$ cat config.mk
export PLATFORM = sky130hd
export DESIGN_NAME = seq_det_sched
export DESIGN_NICKNAME = d
export VERILOG_FILES = /design/src/rtl/seq_sched_pkg.sv /design/src/rtl/rr_arb2.sv /design/src/rtl/seq_det_sched.sv
export SDC_FILE = /design/constraint.sdc
export NUM_CORES = 1
export LEC_CHECK = 0
export CAP_MARGIN = 20
export CORE_MARGIN = 8
export CORE_UTILIZATION = 40
export CTS_BUF_LIST = sky130_fd_sc_hd__clkbuf_8
export CTS_CLUSTER_DIAMETER = 120
export DETAILED_ROUTE_END_ITERATION = 7
export GPL_ROUTABILITY_DRIVEN = 0
export GPL_TIMING_DRIVEN = 0
export PLACE_DENSITY_LB_ADDON = 0.2
export SETUP_SLACK_MARGIN = 0.1
export SYNTH_ARGS = -nofsm -noshare
export SYNTH_HDL_FRONTEND = slang
export SYNTH_SLANG_ARGS = --single-unit
$ cat constraint.sdc
create_clock -name clk -period 1.4 [get_ports clk]
set_input_delay 0.28 -clock clk [delete_from_list [all_inputs] [get_ports clk]]
set_output_delay 0.28 -clock clk [all_outputs]
set_load 0.01 [all_outputs]
$ cat src/rtl/seq_sched_pkg.sv
// Shared types for the sequence-detector scheduler: FSM encodings and requester ids.
package seq_sched_pkg;

  typedef enum logic [1:0] {
    ST_IDLE   = 2'd0,
    ST_SHIFT  = 2'd1,
    ST_REPORT = 2'd2
  } state_e;

  localparam logic REQ0 = 1'b0;
  localparam logic REQ1 = 1'b1;

endpackage

$ cat src/rtl/rr_arb2.sv
// Two-way round-robin arbiter; the priority pointer moves to the loser after every grant.
module rr_arb2
  import seq_sched_pkg::*;
(
  input  logic       clk,
  input  logic       reset_n,
  input  logic [1:0] req,
  input  logic       en,
  output logic [1:0] gnt,
  output logic       gnt_id
);

  logic prio_q;

  // Contention goes to the priority holder; a lone request always wins.
  always_comb begin
    gnt = 2'b00;
    if (en) begin
      if (req == 2'b11) begin
        gnt = (prio_q == REQ1) ? 2'b10 : 2'b01;
      end else begin
        gnt = req;
      end
    end
  end

  assign gnt_id = gnt[1];

  always_ff @(posedge clk or negedge reset_n) begin
    if (!reset_n) begin
      prio_q <= REQ0;
    end else if (en && (|req)) begin
      prio_q <= ~gnt_id;
    end
  end

endmodule

$ cat src/rtl/seq_det_sched.sv
// Shares one serial detector between two word producers: grant, shift MSB-first,
// count detector hits, then hand the count back through a result handshake.
module seq_det_sched
  import seq_sched_pkg::*;
#(
  parameter int unsigned WIDTH = 8,
  parameter int unsigned CNT_W = 4
) (
  input  logic             clk,
  input  logic             reset_n,
  input  logic             req0_valid,
  input  logic [WIDTH-1:0] req0_data,
  output logic             req0_ready,
  input  logic             req1_valid,
  input  logic [WIDTH-1:0] req1_data,
  output logic             req1_ready,
  output logic             det_clr,
  output logic             det_x,
  input  logic             det_z,
  output logic             res_valid,
  input  logic             res_ready,
  output logic             res_id,
  output logic [CNT_W-1:0] res_count
);

  localparam int unsigned BIT_W = $clog2(WIDTH);
  localparam logic [BIT_W-1:0] LAST_BIT = BIT_W'(WIDTH - 1);
  localparam logic [CNT_W-1:0] CNT_MAX  = '1;

  state_e           state_q, state_d;
  logic [WIDTH-1:0] shift_q, shift_d;
  logic [BIT_W-1:0] bit_q, bit_d;
  logic [CNT_W-1:0] count_q, count_d;
  logic             id_q, id_d;
  logic             det_clr_q, det_clr_d;
  logic             det_x_q, det_x_d;
  logic             res_valid_q, res_valid_d;

  logic [1:0] gnt;
  logic       gnt_id;

  rr_arb2 u_arb (
    .clk     (clk),
    .reset_n (reset_n),
    .req     ({req1_valid, req0_valid}),
    .en      (state_q == ST_IDLE),
    .gnt     (gnt),
    .gnt_id  (gnt_id)
  );

  assign req0_ready = gnt[0];
  assign req1_ready = gnt[1];

  // Next-state and next-output logic; det_x is preloaded with the bit the detector sees next cycle.
  always_comb begin
    state_d     = state_q;
    shift_d     = shift_q;
    bit_d       = bit_q;
    count_d     = count_q;
    id_d        = id_q;
    det_clr_d   = det_clr_q;
    det_x_d     = det_x_q;
    res_valid_d = res_valid_q;
    case (state_q)
      ST_IDLE: begin
        if (|gnt) begin
          shift_d   = (gnt_id == REQ1) ? req1_data : req0_data;
          id_d      = gnt_id;
          count_d   = '0;
          bit_d     = '0;
          state_d   = ST_SHIFT;
          det_clr_d = 1'b0;
          det_x_d   = shift_d[WIDTH-1];
        end
      end
      ST_SHIFT: begin
        if (det_z && (count_q != CNT_MAX)) begin
          count_d = count_q + CNT_W'(1);
        end
        shift_d = {shift_q[WIDTH-2:0], 1'b0};
        if (bit_q == LAST_BIT) begin
          state_d     = ST_REPORT;
          det_clr_d   = 1'b1;
          det_x_d     = 1'b0;
          res_valid_d = 1'b1;
        end else begin
          bit_d   = bit_q + BIT_W'(1);
          det_x_d = shift_q[WIDTH-2];
        end
      end
      ST_REPORT: begin
        if (res_ready) begin
          state_d     = ST_IDLE;
          res_valid_d = 1'b0;
        end
      end
      default: begin
        state_d     = ST_IDLE;
        det_clr_d   = 1'b1;
        det_x_d     = 1'b0;
        res_valid_d = 1'b0;
      end
    endcase
  end

  always_ff @(posedge clk or negedge reset_n) begin
    if (!reset_n) begin
      state_q     <= ST_IDLE;
      shift_q     <= '0;
      bit_q       <= '0;
      count_q     <= '0;
      id_q        <= REQ0;
      det_clr_q   <= 1'b1;
      det_x_q     <= 1'b0;
      res_valid_q <= 1'b0;
    end else begin
      state_q     <= state_d;
      shift_q     <= shift_d;
      bit_q       <= bit_d;
      count_q     <= count_d;
      id_q        <= id_d;
      det_clr_q   <= det_clr_d;
      det_x_q     <= det_x_d;
      res_valid_q <= res_valid_d;
    end
  end

  assign det_clr   = det_clr_q;
  assign det_x     = det_x_q;
  assign res_valid = res_valid_q;
  assign res_id    = id_q;
  assign res_count = count_q;

endmodule

== Word level (Yosys, flattened, before mapping) ==
Cells that the tools add are included.

* Register bits after elaboration: 21
* Bits of input ports: 22
* Logic and storage cells: 62

* $add $sub $neg: 2
* Eq/ne operators: 10
* Mux-type cells: 24
* Bitwise logic cells: 3
* Reduce and logical (&&, ||, !) cells: 14

{| class="wikitable"
|+ Operators with widths
! operator !! number
|-
| $reduce_and A3 Y1 || 5
|-
| $pmux W7 S2 || 1
|-
| $mux W2 || 6
|-
| $ne A2 B2 Y1 const B || 5
|-
| $pmux W1 S3 || 3
|-
| $mux W4 || 2
|-
| $mux W8 || 1
|-
| $pmux W4 S2 || 1
|-
| $mux W7 || 1
|-
| $mux W3 || 2
|-
| $pmux W2 S3 || 1
|-
| $pmux W3 S2 || 1
|-
| $reduce_and A2 Y1 || 3
|-
| $mux W1 || 5
|-
| $add A4 B1 Y4 const B || 1
|-
| $eq A2 B2 Y1 const B || 2
|-
| $ne A4 B4 Y1 const B || 1
|-
| $reduce_or A2 Y1 || 2
|-
| $add A3 B1 Y3 const B || 1
|-
| $eq A3 B3 Y1 const B || 1
|-
| $not A1 Y1 || 3
|-
| $eq A2 B1 Y1 const B || 1
|-
| $logic_and A1 B1 Y1 || 2
|-
| $logic_not A2 Y1 || 1
|-
| $reduce_bool A2 Y1 || 1
|}

== Depth between registers and ports, before layout ==
Gate-level depths: netlist of run 1.

* Depth in word-level cells: 6
* Mapped depth: 7
* Depth with buffers taken out: 6

== By module ==
From an unflattened synthesis of run 1, not the netlist that was laid out.

* Cell total of the unflattened synthesis: 114
* Area, all modules: 1189.9 µm²

{| class="wikitable"
|+ Modules (own cells, without submodules)
! module !! instances !! cells an instance !! area each (µm²)
|-
| seq_det_sched || 1 || 105 || 1121.1
|-
| rr_arb2 || 1 || 9 || 68.8
|}

== Least setup slack after synthesis of run 1 ==
No wires, ideal clock.

* Path kind: reg-to-reg
* From: register bit_q[0]
* To: register bit_q[1]
* Arrival time: 1226 ps
* Data required time: 1279 ps
* Setup slack: 53 ps
* Stages on the path, launching flop included: 6
* Path buffers: 0
* Clock period less this slack: 1347 ps
* Cell sequence: dfrtp_1 ha_1 ha_1 and2b_2 nor2_2 a22o_1

* Word-level cells in the longest chain between the ends: 3
* Elaborated cells on any way between the ends: 6

{| class="wikitable"
|+ Ends and longest elaborated chain
! element !! RTL line !! RTL
|-
| start: declaration || seq_det_sched.sv:32 || <nowiki>logic [BIT_W-1:0] bit_q, bit_d;</nowiki>
|-
| start signal: assignment || seq_det_sched.sv:119 || <nowiki>bit_q <= bit_d;</nowiki>
|-
| $add A3 B1 Y3 or $eq A3 B3 Y1 (tied branches) || seq_det_sched.sv:87, seq_det_sched.sv:81 ||
|-
| $mux W3 or $ne A2 B2 Y1 (tied branches) || n/a ||
|-
| $pmux W3 S2 or $reduce_and A3 Y1 (tied branches) || n/a ||
|}

Parallel ways exist; a longest one is shown, timed or not. The select of a mux whose other input is x is not followed.
A chain may end at the register's enable or synchronous reset.

== Worst setup path after layout of run 1 ==
* From: register state_q[0]
* To: output port req0_ready

* Word-level cells in the longest chain between the ends: 2

{| class="wikitable"
|+ Ends and longest elaborated chain
! element !! RTL line !! RTL
|-
| start: declaration || seq_det_sched.sv:30 || <nowiki>state_e state_q, state_d;</nowiki>
|-
| start signal: assignment || seq_det_sched.sv:117 || <nowiki>state_q <= state_d;</nowiki>
|-
| $logic_not A2 Y1 || seq_det_sched.sv:46 || <nowiki>.en (state_q == ST_IDLE),</nowiki>
|-
| $mux W2 || rr_arb2.sv:18 || <nowiki>if (en) begin</nowiki>
|-
| end: declaration || seq_det_sched.sv:13 || <nowiki>output logic req0_ready,</nowiki>
|}

Every way passes these cells.

==> metrics, run 1 <==
routed vias=953; final net count=181; Iter 0 DRT Violations=32; Post-DP HPWL=1870 um; crit start category=flop; Antenna Nets Post-Route=0; Setup TNS=-68.9 ps; Fill cells=208; final setup vio count=2; area of the die=4560 um^2; Clock power frac=11.8%; internal power=2.08 mW; CP Buf/Inv Count=3; #FFs+latches synth=21; post-route clock period utilization=103%; outcome=finished, violations left; kind of critical path=flop to output port; vias in the first global route=1004; placed instance count=163; clk buf depth=2; average size of a mapped cell=10.4 um^2; Arrival @ worst endpoint=1160 ps; RSZ-0062 raised after global routing=yes; Slew headroom=38.0%; Std-Cell Rows=18; max-cap violations=0; PD cells=1950 nW/um^2; critical-path cell list=buf_6, nor2_4, nand3_2, inv_2, buf_6; Tmin final=1440 ps; # IOs=32; Max VDD drop=1380 uV; Layout area overhead=59.2%; Clock transition at path regs=80 ps; failing checks=negative setup slack; GRT overflow=0; sequential share of power=33.4%; layout cell share with drive strength beyond 1=40.0%; Max FO, Critical Path=5; Sw Share=36.8%; register area share after synthesis=49.6%; final setup margin=-43.4 ps; Hold Path Class=input pin to async pin; Core Footprint=2500 um^2; DRT Pass-1 Iters=4; drt wl/cell=15.1 um; # H-tree levels=1; delay of the slowest critical-path stage=400 ps; skew final=5.16 ps; Worst-Margin Slew=929 ps; synth unique cells=25; largest net degree at the start of global routing=22; Die X=67.5 um; Gate power share=54.8%; fin util=67.7%; Critical Path Most Common Cell=buf_6; CP delay by family, top=flip-flops; Fmax=693 MHz; Post-Layout Cell Count=185; gr usage total=13.3%; CP Data Required Time=1120 ps; commonest non-fill, non-tap cells in the layout=clkdlybuf4s50_1, buf_4, dfrtp_1; Clock Latency Late Sink=260 ps; Clock Sinks=21; Num CTS Buffers=3; antenna violations before repair=0; Post-synth EDFFs=0; Switching Power=1.22 mW; Netlist Area Pre-Place=1060 um^2; Vert. Die Dim=67.5 um; Leakage=0.807 nW; number of synthesis warnings=0; final slew viol count=0; CTS root buf=clkbuf_8; Antenna Cells=0; global-route wire length before repair=4620 um; most common cell after layout, fill and taps aside=clkdlybuf4s50_1; Via density=5.15; Main synth FF type=dfrtp_1; Starting Density=42.5%; Final Hold Violating Endpoints=0; # port buffers=31; CTS tree=built; Worst path slowest cell=dfrtp_1; fraction of registers with async set/reset=100%; Worst Setup End Kind=output port; drc violations=0; Post-Synthesis Cells=102; Syn Nets=127; total wire length=2800 um
==> worst register-to-register path, delay by kind of cell, from the launching register on <==
family	cells	cell delay, ps
flops	1	390
fa+ha+maj	2	360
simple gates	2	320
compound gates	1	190
==> registers in the layout (all words and copies together), names as in the netlist <==
| register | flops |
|---|---|
| res_valid | 1 |
| det_clr | 1 |
| res_id | 1 |
| det_x | 1 |
| res_count | 4 |
| bit_q | 3 |
| state_q | 2 |
| shift_q | 7 |
| u_arb.prio_q | 1 |
==> final cells by class <==
cell class	instances	area [um^2]	area share, %
timing repair buffer	52	455	26.9
clock inverter	1	3.75	0.222
tap	30	37.5	2.22
clock buffer	3	41.3	2.44
sequential	21	532	31.4
multi-input combinational	72	581	34.3
inverter	3	11.3	0.666
buffer	3	30.0	1.78
==> cell families after synthesis <==
| family | after synthesis | synth area share (%) |
|---|---|---|
| compound gates | 24 | 13.7 |
| fa+ha+maj | 3 | 3.53 |
| buf+inv | 9 | 5.54 |
| flops | 21 | 49.6 |
| mux | 12 | 11.3 |
| simple gates | 33 | 16.4 |
==> final timing paths <==
check                           start      endpoint  slack, ps  cells after the start
min                           reset_n    state_q[1]        150                      1
min in group clk           req0_valid        res_id        420                      4
min reg2reg                shift_q[0]    shift_q[0]        490                      2
max                        state_q[0]    req0_ready        -40                      5
max reg2reg                  bit_q[1]      bit_q[2]         20                      5
max in group asynchronous     reset_n  res_count[0]        620                      1
==> routing by layer <==
layer / up-vias / wire length (um) / global-route usage (%)
li1: 459 / - / -
met1: 462 / 1160 / 14.2
met2: 27 / 1450 / 24.5
met3: 5 / 171 / 4.30
met4: 0 / 23 / 3.92
met5: - / 0 / 0
==> power groups by stage <==
| stage | logic [mW] | registers [mW] | clock network [mW] |
|---|---|---|---|
| final | 1.81 | 1.10 | 0.390 |
| after CTS | 1.65 | 1.10 | 0.397 |
| after floorplan | 0.812 | 1.15 | 0 |
| after global routing | 1.97 | 1.13 | 0.436 |
| after detailed placement | 1.34 | 1.14 | 0 |
| after global placement | 1.29 | 1.12 | 0 |
==> synth_stat cells (2+ instances only) <==
library cell,count,area (um^2)
a21oi_1,2,10.0
a22o_1,2,17.5
a22oi_1,6,45.0
and2b_2,2,17.5
buf_2,2,10.0
buf_6,3,33.8
dfrtp_1,20,500
ha_1,3,37.5
inv_1,3,11.3
mux2i_1,12,120
nand2_1,13,48.8
nand3_1,2,10.0
nor2_1,6,22.5
nor3_1,3,15.0
o21ai_0,13,65.1
==> stage by stage <==
step | power [mW] | hold WS, ps | area [um^2] | worst slack (ps)
2_1_floorplan | 1.96 | -15.6 | 1100 | 99.6
3_3_place_gp | 2.41 | 476 | 1450 | -804
3_5_place_dp | 2.48 | 478 | 1450 | -788
4_1_cts | 3.15 | 494 | 1620 | -37.3
5_1_grt | 3.54 | 217 | 1690 | -109
6_report | 3.30 | 149 | 1690 | -43.4
==> repair_timing <==
action,CTS,global route
setup buffers,10,10
cloned,2,0
resized for setup,48,10
hold buffers,0,0
pin swaps,4,9
setup endpoints to repair,28,24
Note: power is estimated with default switching activity, not from simulation.
==> run 2: changes to the inputs <==
- CTS_CLUSTER_SIZE: not set -> 28
- RECOVER_POWER: not set -> 50
- SLEW_MARGIN: not set -> 25
==> run 2 against run 1 <==
  * The flow still finishes with violations (negative setup slack)
  * Flip-flop and latch count unchanged
  * First-iteration DRC count shrank 22%
  * Register-to-register slack got worse by 40 ps
  * Via count stayed put
  * Wire length up 0.36%
  * Count of clock-buffer cells in the layout is the same
  * Clock skew hardly changed
  * Die area stayed put
  * Final cell count up 0.54%
  * Utilization unchanged
  * Hold slack gained 270 ps
  * Largest power group unchanged
==> metrics, run 2 (synthesis results as in run 1) <==
Arrival @ worst endpoint=1160 ps (about the same); drt wl/cell=15.1 um (-0.18%); layout cell share with drive strength beyond 1=39.7% (-0.26 points); final setup margin=-44.5 ps (-1.03 ps); kind of critical path=flop to output port; post-route clock period utilization=103% (about the same); final net count=182 (+0.55%); Fmax=692 MHz (about the same); cell area after layout=1690 um^2 (unchanged); Layout area overhead=59.2% (unchanged); Slew headroom=65.1% (+27 points); final setup vio count=4 (+2); internal power=2.08 mW (-0.11%); Critical R2R Launch=bit_q[1]; Worst-Margin Slew=523 ps (-406 ps); Leakage=0.804 nW (-0.37%); max-cap violations=0 (unchanged); Tmin final=1440 ps (+1.03 ps); Sw Share=36.9% (about the same); Switching Power=1.22 mW (about the same); CTS tree=built; Vert. Die Dim=67.5 um (unchanged); RSZ-0062 raised after global routing=yes; CTS root buf=clkbuf_8; max reg flops=7 (unchanged); gr usage total=13.3% (unchanged); # H-tree levels=1 (unchanged); global-route met3 utilization=4.30% (unchanged); hold path start=req0_valid; Antenna Cells=0 (unchanged); drc violations=0 (unchanged); global route hottest layer=met2; commonest non-fill, non-tap cells in the layout=clkdlybuf4s50_1, buf_4, dfrtp_1; outcome=finished, violations left; Multi-input gate area=578 um^2 (-0.43%); sequential share of power=33.4% (about the same); met1 usage=14.2% (unchanged); total chip power=3.30 mW (about the same); vias in the first global route=1004 (unchanged); Num CTS Buffers=3 (unchanged); Max FO, Critical Path=5 (unchanged); # port buffers=31 (unchanged); Std-Cell Rows=18 (unchanged); dpl ws=-788 ps (unchanged); Clock Sinks=21 (unchanged); Fill cells=207 (-0.48%); global-route wire length before repair=4620 um (unchanged); Clock Latency Late Sink=260 ps (about the same); routed vias=953 (unchanged); skew final=5.47 ps (+0.310 ps); Starting Density=42.5% (unchanged); placed standard-cell area=1450 um^2 (unchanged); Worst Setup End Kind=output port; CP Data Required Time=1120 ps (about the same); crit start category=flop; Gate power share=54.8% (about the same); GRT overflow=0 (unchanged); met2 Use GR=24.5% (unchanged); Via density=5.12 (-0.54%); largest net degree at the start of global routing=22 (unchanged); DRT Pass-1 Iters=4 (unchanged); fin util=67.7% (unchanged); FF/Latch Area=532 um^2 (unchanged); Max VDD drop=1380 uV (+0.13%); Antenna Nets Post-Route=0 (unchanged); area of the die=4560 um^2 (unchanged); most common cell after layout, fill and taps aside=clkdlybuf4s50_1; failing checks=negative setup slack; antenna violations before repair=0 (unchanged); clk buf depth=2 (unchanged); Final Hold Violating Endpoints=0 (unchanged); Hold Path Class=input pin to flop; Clock transition at path regs=80 ps (about the same); Clock power frac=11.8% (about the same); crit path from=state_q[0]; # IOs=32 (unchanged); Post-DP HPWL=1870 um (unchanged); Core Footprint=2500 um^2 (unchanged); Reg with most FFs=shift_q; PD cells=1950 nW/um^2 (about the same); total wire length=2810 um (+0.36%); Iter 0 DRT Violations=25 (-22%); final slew viol count=0 (unchanged); Die X=67.5 um (unchanged)
[run 2: worst max-delay path, stage by stage (launching register included)]
cell and delay, ps:
dfrtp_1 400, buf_6 140, nor2_4 90, nand3_2 90, inv_2 80, buf_6 100
[run 2: cell type report]
type	instances	share of cell area, %
Sequential cell	21	31.4
Clock buffer	3	2.44
Tap cell	30	2.22
Buffer	3	1.78
Inverter	3	0.666
Clock inverter	1	0.222
Multi-Input combinational cell	72	34.2
Timing Repair Buffer	53	27.1
[run 2: power by group through the flow]
stage	sequential (mW)	clock, mW	combinational [mW]
after CTS	1.10	0.397	1.65
after global routing	1.13	0.436	1.97
final	1.10	0.390	1.81
after detailed placement	1.14	0	1.34
after global placement	1.12	0	1.29
after floorplan	1.15	0	0.812
[run 2: repair_timing]
item / CTS / global route
buffers inserted: 10 / 10
gates resized for setup: 48 / 9
setup endpoints to repair: 28 / 20
hold buffers: 0 / 1
cloned: 2 / 0
hold endpoints to repair: 0 / 20
pin swaps: 4 / 9
[run 2: through the flow]
step           instances  hold WS [ps]  setup TNS (ps)
2_1_floorplan        102         -15.6               0
3_3_place_gp         163           476           -7500
3_5_place_dp         163           478           -8160
4_1_cts              177           494           -63.5
5_1_grt              186           435            -332
6_report             186           422           -96.6
[run 2: final timing paths]
check                                to  slack [ps]  depth (start not counted)
min in group asynchronous    state_q[1]         520                          2
max in group asynchronous  res_count[0]         490                          2
min                              res_id         420                          4
max reg2reg                    bit_q[2]         -20                          5
min reg2reg                  shift_q[0]         490                          2
max                          req0_ready         -40                          5
[run 2: per-layer routing]
metal	part of all wire (%)	up-vias
li1	-	460
met1	42	461
met2	51	27
met3	6.0	5
met4	0.82	0
met5	0	-
